[src/rtl/stim_pattern_gen.sv]
// Stimulus sequencer: sweeps a WIDTH-bit pattern space in one of four
// orderings and holds each pattern for STEP_CYCLES cycles before offering
// it on a valid/ready handshake. Supports one-shot and continuous sweeps.
module stim_pattern_gen #(
  parameter int WIDTH       = 5,
  parameter int STEP_CYCLES = 2
) (
  input  logic             i_clk,
  input  logic             i_rst,
  input  logic             i_start,
  input  logic             i_stop,
  input  logic [1:0]       i_mode,
  input  logic             i_one_shot,
  input  logic             i_ready,
  output logic [WIDTH-1:0] o_pattern,
  output logic             o_valid,
  output logic             o_busy,
  output logic             o_done,
  output logic             o_wrap
);

  // The dwell counter needs at least one bit even when STEP_CYCLES is 1.
  localparam int DW = (STEP_CYCLES > 1) ? $clog2(STEP_CYCLES) : 1;
  localparam logic [DW-1:0]    DWELL_MAX = DW'(STEP_CYCLES - 1);
  // The index runs to all-ones for the counting modes and to WIDTH-1 for the
  // walking-one mode; a WIDTH-bit register covers both ranges.
  localparam logic [WIDTH-1:0] LAST_BIN  = '1;
  localparam logic [WIDTH-1:0] LAST_WALK = WIDTH'(WIDTH - 1);

  typedef enum logic [1:0] {
    IDLE = 2'd0,
    RUN  = 2'd1,
    DONE = 2'd2
  } state_t;

  state_t           state;
  state_t           state_next;
  logic [WIDTH-1:0] index;
  logic [WIDTH-1:0] index_next;
  logic [DW-1:0]    dwell;
  logic [DW-1:0]    dwell_next;
  logic [1:0]       mode_q;
  logic [1:0]       mode_next;
  logic             one_shot_q;
  logic             one_shot_next;
  logic [WIDTH-1:0] pattern_q;
  logic [WIDTH-1:0] pattern_next;
  logic             wrap_q;
  logic             wrap_next;
  logic             start_ok;
  logic             dwell_full;
  logic             transfer;
  logic             at_last;

  // Translate a sweep index into the pattern shown for the given mode.
  function automatic logic [WIDTH-1:0] map_pattern(input logic [WIDTH-1:0] idx,
                                                   input logic [1:0]       mode);
    logic [WIDTH-1:0] pat;
    case (mode)
      2'd0:    pat = idx;
      2'd1:    pat = idx ^ (idx >> 1);
      2'd2:    pat = WIDTH'(1) << idx;
      default: pat = ~idx;
    endcase
    return pat;
  endfunction

  // Handshake and sweep-position qualifiers shared by FSM and datapath.
  always_comb begin
    start_ok   = i_start && ((state == IDLE) || (state == DONE));
    dwell_full = (dwell == DWELL_MAX);
    transfer   = (state == RUN) && dwell_full && i_ready;
    at_last    = (index == ((mode_q == 2'd2) ? LAST_WALK : LAST_BIN));
  end

  // State register.
  always_ff @(posedge i_clk or posedge i_rst) begin
    if (i_rst) begin
      state <= IDLE;
    end else begin
      state <= state_next;
    end
  end

  // Next-state logic; a stop always wins over a start or a transfer.
  always_comb begin
    state_next = state;
    case (state)
      IDLE: begin
        if (!i_stop && i_start) begin
          state_next = RUN;
        end
      end
      RUN: begin
        if (i_stop) begin
          state_next = IDLE;
        end else if (transfer && at_last && one_shot_q) begin
          state_next = DONE;
        end
      end
      DONE: begin
        if (i_stop) begin
          state_next = IDLE;
        end else if (i_start) begin
          state_next = RUN;
        end
      end
      default: state_next = IDLE;
    endcase
  end

  // Status outputs decoded from the state and dwell counter.
  always_comb begin
    o_valid   = (state == RUN) && dwell_full;
    o_busy    = (state == RUN);
    o_done    = (state == DONE);
    o_pattern = pattern_q;
    o_wrap    = wrap_q;
  end

  // Next values for index, dwell, latched configuration and shown pattern.
  always_comb begin
    index_next    = index;
    dwell_next    = dwell;
    mode_next     = mode_q;
    one_shot_next = one_shot_q;
    wrap_next     = 1'b0;
    if (!i_stop && start_ok) begin
      mode_next     = i_mode;
      one_shot_next = i_one_shot;
      index_next    = '0;
      dwell_next    = '0;
    end else if (!i_stop && (state == RUN)) begin
      if (transfer) begin
        dwell_next = '0;
        if (at_last) begin
          wrap_next = 1'b1;
          if (!one_shot_q) begin
            index_next = '0;
          end
        end else begin
          index_next = index + WIDTH'(1);
        end
      end else if (!dwell_full) begin
        dwell_next = dwell + DW'(1);
      end
    end
    pattern_next = pattern_q;
    if (state_next == RUN) begin
      pattern_next = map_pattern(index_next, mode_next);
    end
  end

  // Datapath registers; the pattern register keeps its value outside RUN.
  always_ff @(posedge i_clk or posedge i_rst) begin
    if (i_rst) begin
      index      <= '0;
      dwell      <= '0;
      mode_q     <= 2'd0;
      one_shot_q <= 1'b0;
      pattern_q  <= '0;
      wrap_q     <= 1'b0;
    end else begin
      index      <= index_next;
      dwell      <= dwell_next;
      mode_q     <= mode_next;
      one_shot_q <= one_shot_next;
      pattern_q  <= pattern_next;
      wrap_q     <= wrap_next;
    end
  end

endmodule

[config.mk]
export PLATFORM = sky130hd
export DESIGN_NAME = stim_pattern_gen
export DESIGN_NICKNAME = d
export VERILOG_FILES = /design/src/rtl/stim_pattern_gen.sv
export SDC_FILE = /design/constraint.sdc
export NUM_CORES = 1
export LEC_CHECK = 0
export BUFFER_PORTS_ARGS = -buffer_cell sky130_fd_sc_hd__buf_2
export CORE_ASPECT_RATIO = 1.5
export CORE_MARGIN = 2
export CORE_UTILIZATION = 40
export DETAILED_ROUTE_END_ITERATION = 6
export PLACE_DENSITY = 0.7
export SYNTH_ARGS = -nofsm -noshare
export SYNTH_HDL_FRONTEND = slang
export SYNTH_SLANG_ARGS = --single-unit
[constraint.sdc]
create_clock -name i_clk -period 2.8 [get_ports i_clk]
set_clock_uncertainty 0.05 [all_clocks]
set_input_delay 0.42 -clock i_clk [delete_from_list [all_inputs] [get_ports i_clk]]
set_output_delay 0.42 -clock i_clk [all_outputs]
set_load 0.01 [all_outputs]
Word level (Yosys, flattened, before mapping):

Cells that the tools add are included.

* $add $sub $neg: 2
* multiply operators: 0
* divide/modulo/power cells: 0
* magnitude comparators: 0
* equality and inequality tests: 7
* shifts and indexed selects: 1
* multiplexer cells: 22
* bitwise logic cells: 2
* reduce and logical (&&, ||, !) cells: 13

Operator list (number)
* $mux W5: 6
* $pmux W5 S3: 1
* $mux W2: 6
* $logic_and A1 B1 Y1: 8
* $mux W1: 8
* $eq A2 B1 Y1 const B: 3
* $eq A2 B2 Y1 const B: 3
* $pmux W2 S3: 1
* $add A5 B1 Y5 const B: 1
* $eq A5 B5 Y1: 1
* $not A5 Y5: 1
* $shl A1 B5 Y5 const A: 1
* $xor A5 B4 Y5: 1
* $logic_not A2 Y1: 2
* $reduce_bool A2 Y1: 1
* $add A1 B1 Y1 const B: 1
* $logic_not A1 Y1: 1
* $logic_or A1 B1 Y1: 1

* register bits: 17
* latch bits: 0
* memory bits (writable): 0
* bits in read-only memories: 0
* bits of input ports: 8
* output and inout bits: 9
* logic and storage cells: 54
* memories: 0

Longest topological paths before layout:

Gate-level depths: netlist of the first run.

* depth after elaboration: 9
* mapped depth: 8
* gate-level depth less buffers: 8

Worst setup path after synthesis of the first run:

Ideal clock, no wire load.

* path kind: register to register
* from: register index[1]
* to: register pattern_q[3], in the netlist o_pattern[3]
* library setup time: 126 ps
* data arrival time: 2121 ps
* data required time: 2624 ps
* path slack: 503 ps
* cell stages (with the launch flop): 8
* buffers on the path: 0
* clock period less this slack: 2297 ps
* cell sequence: dfrtp_1 -> or4_4 -> o32a_4 -> o21ai_4 -> a21o_2 -> nor4b_4 -> and2_1 -> o32a_1

* cells in the longest elaborated chain, start to end: 7
* elaborated cells on any way between the ends: 17
* those cells by class: 1 x add/sub; 2 x eq/ne; 1 x shift; 9 x mux; 2 x bitwise; 2 x reduce/logical

Ends and longest elaborated chain
* from (decl): RTL line 38 `logic [WIDTH-1:0] index;`
* from (signal assigned): RTL line 164 `index <= index_next;`
* $add A5 B1 Y5, or another cell as far along: RTL line 142 `index_next = index + WIDTH'(1);`
* $mux W5 / $logic_and A1 B1 Y1 (equally long branches): RTL line 136, 97
* $mux W5 / $logic_and A1 B1 Y1 (equally long branches): RTL line 134, 97
* $mux W5 / $mux W2 (equally long branches): RTL line 133, 97
* $mux W5 / $mux W2 (equally long branches): RTL line 128, 95
* $shl A1 B5 Y5, or another cell as far along: RTL line 62 `2'd2: pat = WIDTH'(1) << idx;`
* $pmux W5 S3 / $eq A2 B1 Y1 (equally long branches): RTL line 59, 149
* to (signal assigned): RTL line 168 `pattern_q <= pattern_next;`
* to (decl): RTL line 46 `logic [WIDTH-1:0] pattern_q;`

Parallel ways exist; a longest one is shown, timed or not.
A chain may end at the register's enable or synchronous reset.

Worst setup path after layout of the first run:

Ends and elaborated chain as after synthesis.

==> results.yml, run 1 <==
status:
  status: "finished clean"
power:
  leakage_nw: 0.595
  vdd_drop_max_v: 0.000239
  p_per_area_nw_per_um2: 502
critical_path:
  path_buf_inv: 0
  path_cells: "or4_4 -> o32a_4 -> o21ai_4 -> a21o_2 -> nor4b_4 -> and2_1 -> o32a_1"
  reg2reg_to: "o_pattern[3]$_DFFE_PP0N_"
  crit_path_max_fanout: 7
  setup.worst_path.start: "index[1]$_DFF_PP0_"
  ff2ff_path_depth: 7
  crit_end: "o_pattern[3]$_DFFE_PP0N_"
  cp-start-kind: "flop"
  r2r_slack_ns: 0.30
  crit_type: "reg2reg"
  r2r_start: "index[1]$_DFF_PP0_"
  crit_path_end_kind: "flop"
  critPathSlowestCell: "or4_4"
  cpPeakStageDelay_ns: 0.58
  crit_arrival_ns: 2.59
  path_delay_family: "compound AO/OA/AOI/OAI gates"
  cp_num_cells: 7
  critPathRequiredTime_ns: 2.89
final_layout:
  area_growth_syn_to_layout_pct: 15.7
  drive_above_1_share: 0.267
  fin_nets: 156
  fin_cells: 185
  antennaDiodeCount: 0
  postLayoutCoreUtil: 0.478
  mostFrequentLayoutCells: "17 x dfrtp_1, 16 x buf_2, 13 x nor2_1"
  final_common_cell: "dfrtp_1"
timing:
  slew_headroom: 0.538
  rsz0062_at_grt: "no"
  setup_tns_ns: 0
  fmax_mhz: 400
  report.final.slew_viol_count: 0
  finalCritPeriodShare: 0.894
  worstMarginPinSlew_ns: 0.692
  setup_violations: 0
  fin_crit_ns: 2.50
  hold_viol: 0
place:
  place_congestion: 0.982
  post-dp-hpwl_um: 2470
  place_inst: 181
  portBuffers: 16
global_routing:
  gr-usage-all-layers: 0.212
  grt_pass1_vias: 1043
  overflow: 0
  met3_usage: 0.0233
  grtUsageMet2: 0.341
  grt_max_degree: 18
  grtUsageMet1: 0.273
  busiest_layer: "met2"
  antenna_found_initial: 0
  grt_first_pass_wirelength_um: 5150
cts:
  clk-insertion-delay-late_ns: 0.26
  cts_tree: "yes"
  clock_sinks: 17
  cts_max_path_buffers: 2
  cts-htree-levels: 1
  cts_made_buffers: 3
  cts.clk_slew.worst_paths_ns: 0.07
  root_buffer: "clkbuf_8"
  post_cts_buffers: 0
  cts_hold_buf: 0
  cts_resized: 0
yosys:
  postSynthNetCount: 134
  synth_edf_count: 0
  synth_seq_area_share: 0.361
  synthCells: 125
  yosysWarnings: 0
  synth_area_sq_um: 1180
  ys_ff_latch: 17
  syn_area_per_cell_sq_um: 9.42
  synth_ff_type: "dfrtp_1"
  synthArstFlopShare: 1.00
  ys_types: 48
routing:
  drc: 0
  routed_via_density: 5.92
  wl_per_cell_um: 17.2
  first_iter_violations: 39
  detail-route-antenna-nets: 0
  firstDrtPassIters: 4
  vias: 1095
  drt-total-wl_um: 3180
run:
  cap_violations: 0
die:
  core_sq_um: 2850
  die_w_um: 48.3
  row_count: 24
  io_pins: 17
  die_area_sq_um: 3400
  start_util: 0.413
  die-height_um: 70.4
min_path:
  hold_path.class: "in2async"
## cell usage after synthesis, types with 2 or more instances
library cell | instances | area share
nor2_1 | 13 | 0.041
nor4b_4 | 2 | 0.040
nand2_1 | 9 | 0.029
and2_1 | 5 | 0.027
nor3_1 | 6 | 0.026
or2_2 | 2 | 0.011
mux2i_1 | 2 | 0.017
inv_2 | 2 | 0.0064
o21a_1 | 2 | 0.013
o2111ai_1 | 2 | 0.015
nor4_1 | 2 | 0.011
nand2b_1 | 3 | 0.016
inv_1 | 8 | 0.026
a211oi_1 | 2 | 0.013
o311ai_1 | 2 | 0.015
a31o_2 | 2 | 0.015
and3_1 | 4 | 0.021
nor2b_1 | 2 | 0.011
nand3_1 | 6 | 0.026
dfrtp_1 | 17 | 0.36
a21oi_1 | 5 | 0.021
## state kept, by name, indices dropped and copies added (netlist names)
| name | cells |
|---|---|
| dwell | 1 |
| index | 5 |
| mode_q | 2 |
| o_pattern | 5 |
| o_wrap | 1 |
| one_shot_q | 1 |
| state | 2 |
## final cells by class
cell class / count / area [sq um]
clock buffers: 4 / 45.0
fillers: 289 / 1490
inverters: 10 / 37.5
multi-input cells: 97 / 711
flip-flops and latches: 17 / 425
well taps: 39 / 48.8
repair buffers: 18 / 95.1
## kinds of logic after synthesis
group,count (synthesis),synth area share
AOI/OAI and AO/OA,35,0.280
adders and majority gates,1,0.0106
and+or+nand+nor,58,0.289
DFF,17,0.361
buffers and inverters,11,0.0351
muxes,2,0.0170
xor gates and xnor gates,1,0.00744
## metal layers
layer  vias up  wire (um)
li1        510          -
met1       534       1230
met2        38       1720
met3        13        108
met4         0        127
met5         -          0
## report_power, final
part | internal, mW | switching (mW) | total (mW)
registers | 0.279 | 0.0334 | 0.312
clock network | 0.101 | 0.0920 | 0.193
logic | 0.0703 | 0.108 | 0.179
## how the worst min path moves through the flow
stage | start | to | cells past startpoint
floorplan | i_rst | dwell$_DFFE_PP0P_ | 1
global placement | o_pattern[1]$_DFFE_PP0N_ | o_pattern[1]$_DFFE_PP0N_ | 2
detailed placement | o_pattern[1]$_DFFE_PP0N_ | o_pattern[1]$_DFFE_PP0N_ | 2
CTS | i_rst | state[0]$_DFF_PP0_ | 2
global route | i_rst | one_shot_q$_DFFE_PP0P_ | 2
finish | i_rst | state[0]$_DFF_PP0_ | 2
## stage by stage
stage / power [mW] / worst slack [ns] / area, sq um / hold slack (ns)
3_3_place_gp: 0.491 / 0.277 / 1320 / 0.419
2_1_floorplan: 0.429 / 0.503 / 1180 / 0.296
4_1_cts: 0.686 / 0.304 / 1360 / 0.237
6_report: 0.684 / 0.297 / 1360 / 0.205
5_1_grt: 0.718 / 0.185 / 1360 / 0.287
3_5_place_dp: 0.495 / 0.304 / 1320 / 0.429
Power figures use the tool's default switching activity.
==> run 2, diff against run 1 <==
CORE_UTILIZATION = 45   (was 40)
PLACE_DENSITY = 0.76   (was 0.7)
==> results.yml, run 2 (synthesis results as in run 1) <==
status:
  status: "finished clean"
place:
  portBuffers: 16
  place_congestion: 0.923
  post-dp-hpwl_um: 2230
  place_area_sq_um: 1290
final_layout:
  fin_nets: 155
  area_growth_syn_to_layout_pct: 12.0
  finalInstanceArea_sq_um: 1320
  drive_above_1_share: 0.269
  antennaDiodeCount: 0
  mostFrequentLayoutCells: "17 x dfrtp_1, 16 x buf_2, 13 x nor2_1"
  final_common_cell: "dfrtp_1"
cts:
  post_cts_buffers: 0
  clk-insertion-delay-late_ns: 0.31
  root_buffer: "clkbuf_4"
  cts_tree: "yes"
  cts_made_buffers: 3
  cts_resized: 0
  cts-htree-levels: 1
  cts_max_path_buffers: 2
  cts_hold_buf: 0
  cts.clk_slew.worst_paths_ns: 0.10
  clock_sinks: 17
critical_path:
  path_delay_family: "compound AO/OA/AOI/OAI gates"
  path_buf_inv: 1
  crit_arrival_ns: 2.68
  cpPeakStageDelay_ns: 0.60
  path_cells: "or4_4 -> o32a_4 -> o31ai_2 -> inv_2 -> nor2_1 -> a31oi_1 -> a21boi_1"
  cp_num_cells: 7
  crit_path_end_kind: "flop"
  ff2ff_path_depth: 7
  critPathRequiredTime_ns: 2.95
  crit_path_max_fanout: 9
  cp-start-kind: "flop"
  critPathSlowestCell: "or4_4"
  crit_type: "reg2reg"
global_routing:
  antenna_found_initial: 0
  gr-usage-all-layers: 0.239
  grt_first_pass_wirelength_um: 5170
  overflow: 0
  grt_max_degree: 18
  grt_pass1_vias: 1111
min_path:
  hold_path.class: "in2async"
run:
  cap_violations: 0
routing:
  first_iter_violations: 43
  routed_via_density: 6.49
  detail-route-antenna-nets: 0
  wl_per_cell_um: 16.8
  drt-total-wl_um: 2840
  firstDrtPassIters: 4
  vias: 1097
  drc: 0
timing:
  hold_viol: 0
  fmax_mhz: 395
  report.final.slew_viol_count: 0
  worst_hold_slack_ns: 0.135
  setup_tns_ns: 0
  worstMarginPinSlew_ns: 0.673
  setup_violations: 0
  finalCritPeriodShare: 0.903
  fin_crit_ns: 2.53
  rsz0062_at_grt: "no"
  slew_headroom: 0.551
power:
  vdd_drop_max_v: 0.000298
  p_per_area_nw_per_um2: 473
  p_clk_frac: 0.221
  intPower_mw: 0.401
  switching_share: 0.357
  p_comb_frac: 0.279
  p_seq_frac: 0.499
  leakage_nw: 0.586
  p_switching_mw: 0.223
die:
  die_area_sq_um: 3050
  die-height_um: 66.6
  start_util: 0.475
  core_sq_um: 2480
  row_count: 22
  io_pins: 17
  die_w_um: 45.8
-- run 2: final timing paths --
path                                          startpoint                  endpoint  slack, ns
worst max-delay path                  index[1]$_DFF_PP0_  o_pattern[2]$_DFFE_PP0N_       0.27
worst min-delay path                               i_rst        state[0]$_DFF_PP0_       0.14
worst max register to register        index[1]$_DFF_PP0_  o_pattern[2]$_DFFE_PP0N_       0.27
worst min register to register  o_pattern[1]$_DFFE_PP0N_  o_pattern[1]$_DFFE_PP0N_       0.46
max in group asynchronous                          i_rst         dwell$_DFFE_PP0P_       2.13
min in group i_clk                            i_one_shot    one_shot_q$_DFFE_PP0P_       0.24
-- run 2: layer usage --
| metal | global-route usage | share of wire |
|---|---|---|
| met5 | 0 | 0 |
| met4 | 0.143 | 0.035 |
| met1 | 0.266 | 0.39 |
| met2 | 0.405 | 0.53 |
| met3 | 0.0407 | 0.046 |
-- run 2: per-stage QoR --
| stage | power [mW] | util | std cells | worst slack [ns] |
|---|---|---|---|---|
| floorplan | 0.429 | - | 125 | 0.503 |
| global placement | 0.485 | 0.521 | 165 | 0.349 |
| detailed placement | 0.490 | 0.521 | 165 | 0.311 |
| CTS | 0.627 | 0.532 | 169 | 0.278 |
| global route | 0.661 | 0.532 | 169 | 0.0608 |
| finish | 0.623 | 0.532 | 169 | 0.270 |
-- run 2: final cells by class --
cell class	count	area, sq um
fillers	238	1160
repair buffers	17	87.6
well taps	24	30.0
multi-input cells	97	711
flip-flops and latches	17	425
clock buffers	3	22.5
clock inverters	1	5.00
inverters	10	37.5
-- run 2: power groups by stage --
stage                     sequential, mW  combinational, mW  clock [mW]
after floorplan                    0.317              0.113           0
after global placement             0.315              0.170           0
after detailed placement           0.315              0.175           0
after CTS                          0.311              0.176       0.140
after global routing               0.317              0.196       0.149
final                              0.311              0.174       0.138
==> run 3, diff against run 2 <==
BUFFER_PORTS_ARGS = -buffer_cell sky130_fd_sc_hd__clkbuf_2   (was -buffer_cell sky130_fd_sc_hd__buf_2)
==> results.yml, run 3 (synthesis results as in run 1) <==
status:
  status: "finished clean"
routing:
  wl_per_cell_um: 17.6
  drc: 0
  routed_via_density: 6.48
  first_iter_violations: 36
  detail-route-antenna-nets: 0
  firstDrtPassIters: 4
  vias: 1102
  drt-total-wl_um: 2990
power:
  p_switching_mw: 0.222
  p_per_area_nw_per_um2: 470
  intPower_mw: 0.401
  p_comb_frac: 0.282
  p_clk_frac: 0.215
  leakage_nw: 0.590
  p_total_mw: 0.623
  switching_share: 0.356
  p_seq_frac: 0.503
  vdd_drop_max_v: 0.000303
timing:
  finalCritPeriodShare: 0.911
  worstMarginPinSlew_ns: 0.662
  report.final.slew_viol_count: 0
  setup_violations: 0
  worst_hold_slack_ns: 0.124
  hold_viol: 0
  rsz0062_at_grt: "no"
  setup_tns_ns: 0
  fmax_mhz: 392
  slew_headroom: 0.558
  fin_crit_ns: 2.55
cts:
  cts_resized: 0
  root_buffer: "clkbuf_4"
  post_cts_buffers: 0
  cts.clk_slew.worst_paths_ns: 0.11
  cts_tree: "yes"
  cts_made_buffers: 3
  cts_max_path_buffers: 2
  clock_sinks: 17
  clk-insertion-delay-late_ns: 0.30
  cts_hold_buf: 0
  cts-htree-levels: 1
final_layout:
  antennaDiodeCount: 0
  fill_cells: 238
  mostFrequentLayoutCells: "17 x dfrtp_1, 16 x clkbuf_2, 13 x nor2_1"
  multiInputGateArea_sq_um: 711
  final_common_cell: "dfrtp_1"
  fin_nets: 156
  area_growth_syn_to_layout_pct: 12.6
  postLayoutCoreUtil: 0.535
  drive_above_1_share: 0.274
  seq_area_sq_um: 425
critical_path:
  path_cells: "or4_4 -> o311ai_2 -> nor2_1 -> a32oi_2 -> inv_2 -> and2_1 -> o32a_1"
  cpPeakStageDelay_ns: 0.60
  crit_arrival_ns: 2.68
  crit_path_max_fanout: 7
  critPathRequiredTime_ns: 2.93
  crit_type: "reg2reg"
  critPathSlowestCell: "or4_4"
  crit_path_end_kind: "flop"
  cp-start-kind: "flop"
die:
  die-height_um: 66.6
  core_sq_um: 2480
  start_util: 0.475
  die_w_um: 45.8
  die_area_sq_um: 3050
  row_count: 22
  io_pins: 17
run:
  cap_violations: 0
global_routing:
  grt_first_pass_wirelength_um: 5290
  antenna_found_initial: 0
  gr-usage-all-layers: 0.240
  grt_max_degree: 18
  grt_pass1_vias: 1157
  overflow: 0
place:
  place_congestion: 0.951
  portBuffers: 16
  post-dp-hpwl_um: 2340
min_path:
  hold_path.class: "in2async"
run 3: worst max-delay path, delay by kind of cell (launching register included):
kind / cells / cell delay, ns
AOI/OAI and AO/OA: 3 / 0.91
and+or+nand+nor: 3 / 0.87
DFF: 1 / 0.49
buffers and inverters: 1 / 0.10
run 3: area by class of cell:
class | count | share of cell area
tap | 24 | 0.0226
clock buffer | 3 | 0.0170
clock inverter | 1 | 0.00377
timing repair buffer | 18 | 0.0717
inverter | 10 | 0.0283
multi-input combinational | 97 | 0.536
sequential | 17 | 0.321
run 3: layer usage:
layer / vias to the layer above / GRT usage / part of all wire / routed length [um]
met3: 16 / 0.0271 / 0.051 / 154
met4: 0 / 0.175 / 0.058 / 174
met2: 46 / 0.396 / 0.51 / 1530
met5: - / 0 / 0 / 0
li1: 509 / - / - / -
met1: 531 / 0.272 / 0.38 / 1140
run 3: through the flow:
step	instance area, sq um	std cells	worst slack [ns]
final	1330	170	0.250
after global routing	1330	170	0.0639
after global placement	1300	166	0.342
after detailed placement	1300	166	0.291
after floorplan	1180	125	0.503
after CTS	1330	170	0.263
run 3: worst paths after layout:
check | start | endpoint | slack [ns] | depth (start not counted)
worst max-delay path | index[1]$_DFF_PP0_ | o_pattern[3]$_DFFE_PP0N_ | 0.25 | 7
worst min-delay path | i_rst | state[1]$_DFF_PP0_ | 0.12 | 2
worst max register to register | index[1]$_DFF_PP0_ | o_pattern[3]$_DFFE_PP0N_ | 0.25 | 7
worst min register to register | o_pattern[3]$_DFFE_PP0N_ | o_pattern[3]$_DFFE_PP0N_ | 0.47 | 1
max in group asynchronous | i_rst | index[4]$_DFF_PP0_ | 2.14 | 2
min in group i_clk | i_one_shot | one_shot_q$_DFFE_PP0P_ | 0.27 | 3
run 3: power by group through the flow:
stage	registers [mW]	clock network, mW	logic [mW]
final	0.313	0.134	0.176
after global routing	0.320	0.146	0.197
after CTS	0.313	0.138	0.177
after detailed placement	0.317	0	0.176
after global placement	0.316	0	0.171
after floorplan	0.317	0	0.113
